--- config.mk ---
export PLATFORM = sky130hd
export DESIGN_NAME = ext_irq_gateway
export DESIGN_NICKNAME = d
export VERILOG_FILES = /design/src/rtl/ext_irq_gateway.sv
export SDC_FILE = /design/constraint.sdc
export NUM_CORES = 1
export LEC_CHECK = 0
export CORE_UTILIZATION = 40
export CTS_CLUSTER_SIZE = 20
export DETAILED_ROUTE_END_ITERATION = 10
export DONT_BUFFER_PORTS = 1
export SYNTH_ARGS = -nofsm -noshare
export SYNTH_HDL_FRONTEND = slang
export SYNTH_SLANG_ARGS = --single-unit
--- constraint.sdc ---
create_clock -name clk -period 1.7 [get_ports clk]
set_input_delay 0.51 -clock clk [delete_from_list [all_inputs] [get_ports clk]]
set_output_delay 0.51 -clock clk [all_outputs]
set_load 0.01 [all_outputs]
--- src/rtl/ext_irq_gateway.sv ---
// External interrupt gateway: synchronises NUM_SRC asynchronous lines, latches
// level/edge events into pending bits, and drives a single registered interrupt
// request to the core. A valid/ready register port gives firmware enable,
// trigger selection and a claim/complete handshake.
module ext_irq_gateway #(
   parameter int unsigned NUM_SRC   = 8,
   parameter logic [31:0] BASE_ADDR = 32'h0C00_0000
) (
   input  logic               clk,
   input  logic               rst_n,
   input  logic               gw_i_valid,
   input  logic [31:0]        gw_i_addr,
   input  logic               gw_i_wr,
   input  logic               gw_i_rd,
   input  logic [31:0]        gw_i_wdata,
   output logic               gw_o_ready,
   output logic [31:0]        gw_o_rdata,
   input  logic [NUM_SRC-1:0] gw_i_irq_src,
   output logic               gw_o_external_interrupt
);

   localparam logic [7:0] OFF_PENDING = 8'h00;
   localparam logic [7:0] OFF_ENABLE  = 8'h04;
   localparam logic [7:0] OFF_TRIGGER = 8'h08;
   localparam logic [7:0] OFF_CLAIM   = 8'h0C;

   typedef enum logic {
      ST_IDLE,
      ST_RESP
   } bus_state_e;

   bus_state_e         state_q, state_d;
   logic [NUM_SRC-1:0] sync1_q, sync1_d;
   logic [NUM_SRC-1:0] sync2_q, sync2_d;
   logic [NUM_SRC-1:0] hist_q, hist_d;
   logic [NUM_SRC-1:0] pending_q, pending_d;
   logic [NUM_SRC-1:0] enable_q, enable_d;
   logic [NUM_SRC-1:0] trigger_q, trigger_d;
   logic [NUM_SRC-1:0] in_service_q, in_service_d;
   logic [31:0]        rdata_q, rdata_d;
   logic               irq_q, irq_d;

   logic [NUM_SRC-1:0] src_event;
   logic [NUM_SRC-1:0] active;
   logic [NUM_SRC-1:0] claim_sel;
   logic [NUM_SRC-1:0] complete_sel;
   logic [4:0]         claim_id;
   logic               do_claim;
   logic               do_complete;
   logic               in_win;
   logic [7:0]         offset;

   // Upper write-data bits have no register behind them.
   logic unused_wdata;
   assign unused_wdata = ^gw_i_wdata;

   assign in_win = (gw_i_addr[31:8] == BASE_ADDR[31:8]);
   assign offset = gw_i_addr[7:0];

   assign gw_o_ready              = (state_q == ST_RESP);
   assign gw_o_rdata              = rdata_q;
   assign gw_o_external_interrupt = irq_q;

   // Synchronizer chain, edge history and per-source event detection.
   always_comb begin
      sync1_d   = gw_i_irq_src;
      sync2_d   = sync1_q;
      hist_d    = sync2_q;
      src_event = (sync2_q & ~trigger_q) | (sync2_q & ~hist_q & trigger_q);
   end

   // Lowest-numbered pending and enabled source wins the claim.
   always_comb begin
      active    = pending_q & enable_q;
      claim_id  = '0;
      claim_sel = '0;
      for (int i = NUM_SRC - 1; i >= 0; i--) begin
         if (active[i]) begin
            claim_id     = 5'(i + 1);
            claim_sel    = '0;
            claim_sel[i] = 1'b1;
         end
      end
   end

   // Complete only retires an ID that is currently in service.
   always_comb begin
      complete_sel = '0;
      for (int i = 0; i < NUM_SRC; i++) begin
         if (gw_i_wdata[4:0] == 5'(i + 1)) begin
            complete_sel[i] = in_service_q[i];
         end
      end
   end

   // Bus FSM plus register side effects, applied on the acceptance edge.
   always_comb begin
      state_d     = state_q;
      rdata_d     = '0;
      enable_d    = enable_q;
      trigger_d   = trigger_q;
      do_claim    = 1'b0;
      do_complete = 1'b0;
      case (state_q)
         ST_IDLE: begin
            if (gw_i_valid) begin
               state_d = ST_RESP;
               if (in_win && gw_i_wr) begin
                  case (offset)
                     OFF_ENABLE:  enable_d    = gw_i_wdata[NUM_SRC-1:0];
                     OFF_TRIGGER: trigger_d   = gw_i_wdata[NUM_SRC-1:0];
                     OFF_CLAIM:   do_complete = 1'b1;
                     default: ;
                  endcase
               end else if (in_win && gw_i_rd) begin
                  case (offset)
                     OFF_PENDING: rdata_d = 32'(pending_q);
                     OFF_ENABLE:  rdata_d = 32'(enable_q);
                     OFF_TRIGGER: rdata_d = 32'(trigger_q);
                     OFF_CLAIM: begin
                        rdata_d  = 32'(claim_id);
                        do_claim = 1'b1;
                     end
                     default: ;
                  endcase
               end
            end
         end
         ST_RESP: state_d = ST_IDLE;
         default: state_d = ST_IDLE;
      endcase
   end

   // Pending/in-service update: events are dropped while pending or in service,
   // and a claim in the same cycle as an event always wins.
   always_comb begin
      pending_d    = pending_q | (src_event & ~pending_q & ~in_service_q);
      in_service_d = in_service_q;
      if (do_claim) begin
         pending_d    = pending_d & ~claim_sel;
         in_service_d = in_service_d | claim_sel;
      end
      if (do_complete) begin
         in_service_d = in_service_d & ~complete_sel;
      end
      irq_d = |(pending_q & enable_q);
   end

   // State registers with asynchronous active-low reset.
   always_ff @(posedge clk or negedge rst_n) begin
      if (!rst_n) begin
         state_q      <= ST_IDLE;
         sync1_q      <= '0;
         sync2_q      <= '0;
         hist_q       <= '0;
         pending_q    <= '0;
         enable_q     <= '0;
         trigger_q    <= '0;
         in_service_q <= '0;
         rdata_q      <= '0;
         irq_q        <= 1'b0;
      end else begin
         state_q      <= state_d;
         sync1_q      <= sync1_d;
         sync2_q      <= sync2_d;
         hist_q       <= hist_d;
         pending_q    <= pending_d;
         enable_q     <= enable_d;
         trigger_q    <= trigger_d;
         in_service_q <= in_service_d;
         rdata_q      <= rdata_d;
         irq_q        <= irq_d;
      end
   end

endmodule

==> flow_summary.yaml, run 1 <==
global_routing:
  track_usage: 0.171
  grt_pass1_vias: 1907
  overflow: 0
  grt_pass1_wl_mm: 9.53
  antenna_found_initial: 0
  grt_max_degree: 67
timing:
  finClkSkew_ns: 0.00708
  timing.fmax_ghz: 0.569
  period_needed_ns: 1.76
  fin_crit_sh: 1.03
  hold_viol_final: 66
  drv_slew: 0
  worst_slack_ns: -0.0583
  setup-tns-final_ns: -0.442
  final-setup-viol-count: 12
  rsz0062_at_grt: "yes"
  fin_hold_ws_ns: -0.150
outcome:
  failed_checks: "negative hold slack, negative setup slack"
  status: "finished with violations"
routing:
  drt_iter0_markers: 95
  vias: 1932
  dr.pass1.iters: 5
  wl_per_cell_um: 16.5
  ant_nets: 0
  drc: 0
  wirelength_mm: 6.24
  avgViaCountPerCell: 5.11
flow_run:
  drv_cap: 0
layout:
  drive_gt1_frac: 0.222
  area_delta_synth_final_pct: 12.4
  stdcell_count: 378
  antennaDiodeCount: 0
  final_util: 0.466
  nFillCells: 679
  nets: 351
hold_path:
  hold_path_class: "primary input to asynchronous set/reset pin"
worst_setup_path:
  critPathArrivalTime_ns: 1.99
  crit_fanout: 5
  critPathLaunchType: "flip-flop"
  worstSetupPathType: "flip-flop to flip-flop"
  cpLargestDelayFamily: "simple AND/OR/NAND/NOR gates"
  endpoint_kind: "flip-flop"
  cp_cell_sequence: "nor4b_4 -> nand4_2 -> nor2_4 -> and4b_1 -> buf_4 -> mux2_4"
  crit_buf_inv: 1
  max_stage_delay_ns: 0.42
  cpMaxStageDelayCell: "dfrtp_1"
  critPathRequiredTime_ns: 1.93
clock_tree:
  clock_sink_count: 66
  worstSkewPairLatency_ns: 0.35
  clk_path_buf_depth: 2
  cts_root_buffer: "clkbuf_8"
  htree_levels: 3
  cts_tree: "done"
  path_clk_slew_ns: 0.07
  numCtsBuffers: 9
floorplan:
  num_rows: 31
  dieArea_sq_um: 7910
  die_x_um: 88.9
  coreArea_sq_um: 7290
  ioPinCount: 111
  die_h_um: 88.9
  start_util: 0.414
synthesis:
  seq_area_frac_synth: 0.547
  syn_avg_cell_area_sq_um: 11.9
  ys.warnings.count: 0
  synthesis.area_sq_um: 3020
  synth_flop_cell: "dfrtp_1"
  synth_edf_count: 0
  synth_cell_type_count: 39
  synth_seq_cells: 66
  synth_cells: 253
  synthArstFlopShare: 1.00
place:
  placed_cells: 361
  portBuffers: 0
  hpwl_mm: 4.42
  gp_congestion: 0.878
  pre_cts_ws_ns: -0.244
power:
  p_leak_nw: 1.52
  power_density_nw_per_um2: 828
  ir_worst_vdd_uv: 346
layout by cell type, fill, tap and decap left out, types with 2 or more instances in the layout:
cell	instances
nand3_1	4
mux2i_1	8
a31oi_1	18
mux2_4	16
inv_1	9
clkbuf_1	2
and2_1	3
o21ai_0	2
a22oi_1	2
nor2b_1	5
a41oi_1	8
conb_1	24
buf_6	2
and3_1	2
a221oi_1	2
nor4_4	5
nor3_1	3
clkinv_2	3
buf_4	15
nor2_1	18
a211oi_1	3
nand2_1	19
dfrtp_1	66
clkbuf_8	9
a21oi_1	12
nor4b_4	3
path summary, 6_finish.rpt:
path | depth (start not counted) | endpoint | slack, ns | startpoint
max | 6 | enable_q[6] | -0.06 | gw_o_ready
min | 0 | sync1_q[7] | -0.15 | rst_n
max reg2reg | 6 | enable_q[6] | -0.06 | gw_o_ready
min reg2reg | 0 | hist_d[1] | 0.35 | sync1_q[1]
max in group asynchronous | 0 | pending_q[1] | 1.72 | rst_n
min in group clk | 0 | sync1_q[4] | 0.18 | gw_i_irq_src[4]
synth_stat cells, drive strengths merged, types with 4 or more instances:
| cell | n | area [sq um] |
|---|---|---|
| nand3 | 4 | 20.0 |
| a21oi | 12 | 60.1 |
| dfrtp | 66 | 1650 |
| mux2 | 16 | 210 |
| a31oi | 18 | 113 |
| nand2 | 19 | 71.3 |
| mux2i | 8 | 80.1 |
| nor3 | 4 | 20.0 |
| inv | 9 | 33.8 |
| buf | 29 | 220 |
| nor2 | 19 | 78.8 |
| nor4 | 5 | 80.1 |
| nor2b | 5 | 31.3 |
| a41oi | 8 | 70.1 |
final cells by class:
type / instances / area [sq um] / area share
clock buffers: 11 / 131 / 0.0387
clock inverters: 5 / 31.3 / 0.00921
inverters: 9 / 33.8 / 0.00994
multi-input cells: 170 / 1270 / 0.374
flip-flops and latches: 66 / 1650 / 0.486
well taps: 99 / 124 / 0.0365
repair buffers: 18 / 155 / 0.0457
metal layers:
layer / global-route usage / routed length (um)
met1: 0.192 / 2560
met5: 0 / 0
met4: 0.0616 / 86
met2: 0.298 / 3220
met3: 0.0656 / 381
cell families (layout without fill, tap and decap cells):
kind of cell / Yosys count / after routing / share of synthesized area
other: 1 / 24 / 0.00124
buffers and inverters: 40 / 43 / 0.0865
multiplexers: 24 / 24 / 0.0961
AND/OR/NAND/NOR: 71 / 71 / 0.159
AO/OA/AOI/OAI: 51 / 51 / 0.111
flip-flops: 66 / 66 / 0.547
report_power, final:
| group | switching, mW | internal, mW |
|---|---|---|
| Sequential | 0.0120 | 1.60 |
| Clock | 0.585 | 0.524 |
| Combinational | 0.0530 | 0.0390 |
flip-flops by register name (all words and copies together), names as in the netlist:
register / count
enable_q: 8
gw_o_rdata: 8
hist_d: 8
hist_q: 8
in_service_q: 8
pending_q: 8
sync1_q: 8
trigger_q: 8
gw_o_external_interrupt: 1
gw_o_ready: 1
through the flow:
| stage | power, mW | area [sq um] | hold WS, ns |
|---|---|---|---|
| after floorplan | 1.76 | 3150 | 0.214 |
| after detailed placement | 1.73 | 3180 | 0.216 |
| after CTS | 2.85 | 3350 | -0.165 |
| after global placement | 1.73 | 3180 | 0.216 |
| final | 2.81 | 3400 | -0.150 |
| after global routing | 2.93 | 3400 | -0.170 |
repair_timing:
item                                   4_1_cts  5_1_grt
pin swaps                                    1        0
setup buffers                                0        1
setup endpoints to repair                   20       29
resized for setup                            1       11
endpoints found under the hold margin       66       66
(Power assumes the default switching activity.)
==> run 2: changes to the inputs <==
Settings changed: CORE_ASPECT_RATIO set to 0.7, CTS_CLUSTER_SIZE 20 to 28.
==> flow_summary.yaml, run 2 (synthesis results as in run 1) <==
clock_tree:
  cts_tree: "done"
  numCtsBuffers: 9
  cts_root_buffer: "clkbuf_8"
  clock_sink_count: 66
  worstSkewPairLatency_ns: 0.35
  path_clk_slew_ns: 0.06
  clk_path_buf_depth: 2
  htree_levels: 3
power:
  p_total_mw: 2.78
  power_density_nw_per_um2: 801
  ir_worst_vdd_uv: 488
  p_leak_nw: 1.56
layout:
  nets: 359
  final_util: 0.473
  layout_commonest_cell: "dfrtp_1"
  area_delta_synth_final_pct: 14.6
  layout_common_cells: "66 x dfrtp_1, 24 x conb_1, 21 x buf_4"
  stdcell_area_sq_um: 3460
  antennaDiodeCount: 0
  drive_gt1_frac: 0.247
timing:
  setup-tns-final_ns: -0.495
  finClkSkew_ns: 0.00436
  final-setup-viol-count: 14
  fin_hold_ws_ns: -0.147
  drv_slew: 0
  fin_crit_sh: 1.03
  worst_slack_ns: -0.0588
  timing.fmax_ghz: 0.569
  hold_viol_final: 66
  rsz0062_at_grt: "yes"
  period_needed_ns: 1.76
global_routing:
  grt_pass1_vias: 1893
  grt_max_degree: 67
  antenna_found_initial: 0
  grt_pass1_wl_mm: 10.1
  track_usage: 0.180
  overflow: 0
routing:
  met2RoutedLength_mm: 2.71
  wl_per_cell_um: 16.8
  vias: 1957
  ant_nets: 0
  highest_layer: "met4"
  wirelength_mm: 6.40
  wl_met1_mm: 3.14
  wl_met3_um: 462
  dr.pass1.iters: 4
  drc: 0
  drt_iter0_markers: 117
  avgViaCountPerCell: 5.14
floorplan:
  start_util: 0.413
  ioPinCount: 111
  dieArea_sq_um: 7910
  die_x_um: 106
  die_h_um: 74.7
  coreArea_sq_um: 7320
  num_rows: 26
worst_setup_path:
  cp_cell_sequence: "nor4b_4 -> nand4_2 -> buf_4 -> nor3b_4 -> buf_12 -> a41oi_1 -> a31oi_1"
  crit_fanout: 15
  reg2reg_from: "gw_o_ready"
  rr_worst_depth: 7
  critPathLaunchType: "flip-flop"
  endpoint_kind: "flip-flop"
  r2r-end: "in_service_q[0]"
  critPathRequiredTime_ns: 1.96
  cpMaxStageDelayCell: "dfrtp_1"
  critPathArrivalTime_ns: 2.02
  worstSetupPathType: "flip-flop to flip-flop"
  max_stage_delay_ns: 0.41
  rrSetupSlack_ns: -0.06
hold_path:
  hold_path_class: "primary input to asynchronous set/reset pin"
flow_run:
  drv_cap: 0
outcome:
  failed_checks: "negative hold slack, negative setup slack"
  status: "finished with violations"
place:
  gp_congestion: 0.857
  portBuffers: 0
  hpwl_mm: 4.60
  placed_cell_area_sq_um: 3230
-- run 2: critical path: cells and delay by family, from the launching register on --
kind | cells | cell delay [ns]
AO/OA/AOI/OAI | 2 | 0.30
buffers and inverters | 2 | 0.36
flip-flops | 1 | 0.41
AND/OR/NAND/NOR | 3 | 0.60
-- run 2: layer usage --
| layer | vias up | global-route usage |
|---|---|---|
| li1 | 918 | - |
| met1 | 959 | 0.253 |
| met2 | 70 | 0.252 |
| met3 | 10 | 0.0623 |
| met4 | 0 | 0.0787 |
| met5 | - | 0 |
-- run 2: worst max path at each step --
| stage | from | depth (start not counted) | endpoint | slack [ns] |
|---|---|---|---|---|
| after CTS | gw_o_ready | 7 | in_service_q[0] | -0.06 |
| after floorplan | gw_i_addr[5] | 6 | enable_q[0] | -0.20 |
| after global routing | gw_o_ready | 7 | in_service_q[0] | -0.15 |
| after global placement | gw_i_addr[15] | 6 | trigger_q[6] | -0.24 |
| after detailed placement | gw_i_addr[5] | 6 | trigger_q[0] | -0.27 |
| final | gw_o_ready | 7 | in_service_q[0] | -0.06 |
-- run 2: report_power, final --
part | switching [mW] | total (mW) | internal, mW
Clock | 0.531 | 1.06 | 0.533
Sequential | 0.0122 | 1.61 | 1.60
Combinational | 0.0560 | 0.0973 | 0.0413
-- run 2: repair_timing --
item                                   in CTS  in global routing
setup endpoints to repair                  24                 28
endpoints found under the hold margin      66                 66
gates resized for setup                    11                  7
buffers inserted                            1                  1
pin swaps                                   3                  2
-- run 2: area by class of cell --
class                      count  area [sq um]
fill                         696          3860
sequential                    66          1650
multi-input combinational    170          1280
timing repair buffer          26           226
clock buffer                  11           141
tap                           98           123
inverter                       9          33.8
clock inverter                 1          5.00
-- run 2: stage by stage --
stage | instances | setup WS, ns | hold slack, ns
final | 381 | -0.0588 | -0.147
after floorplan | 276 | -0.196 | 0.214
after global placement | 367 | -0.242 | 0.216
after detailed placement | 367 | -0.267 | 0.216
after CTS | 380 | -0.0561 | -0.163
after global routing | 381 | -0.152 | -0.170
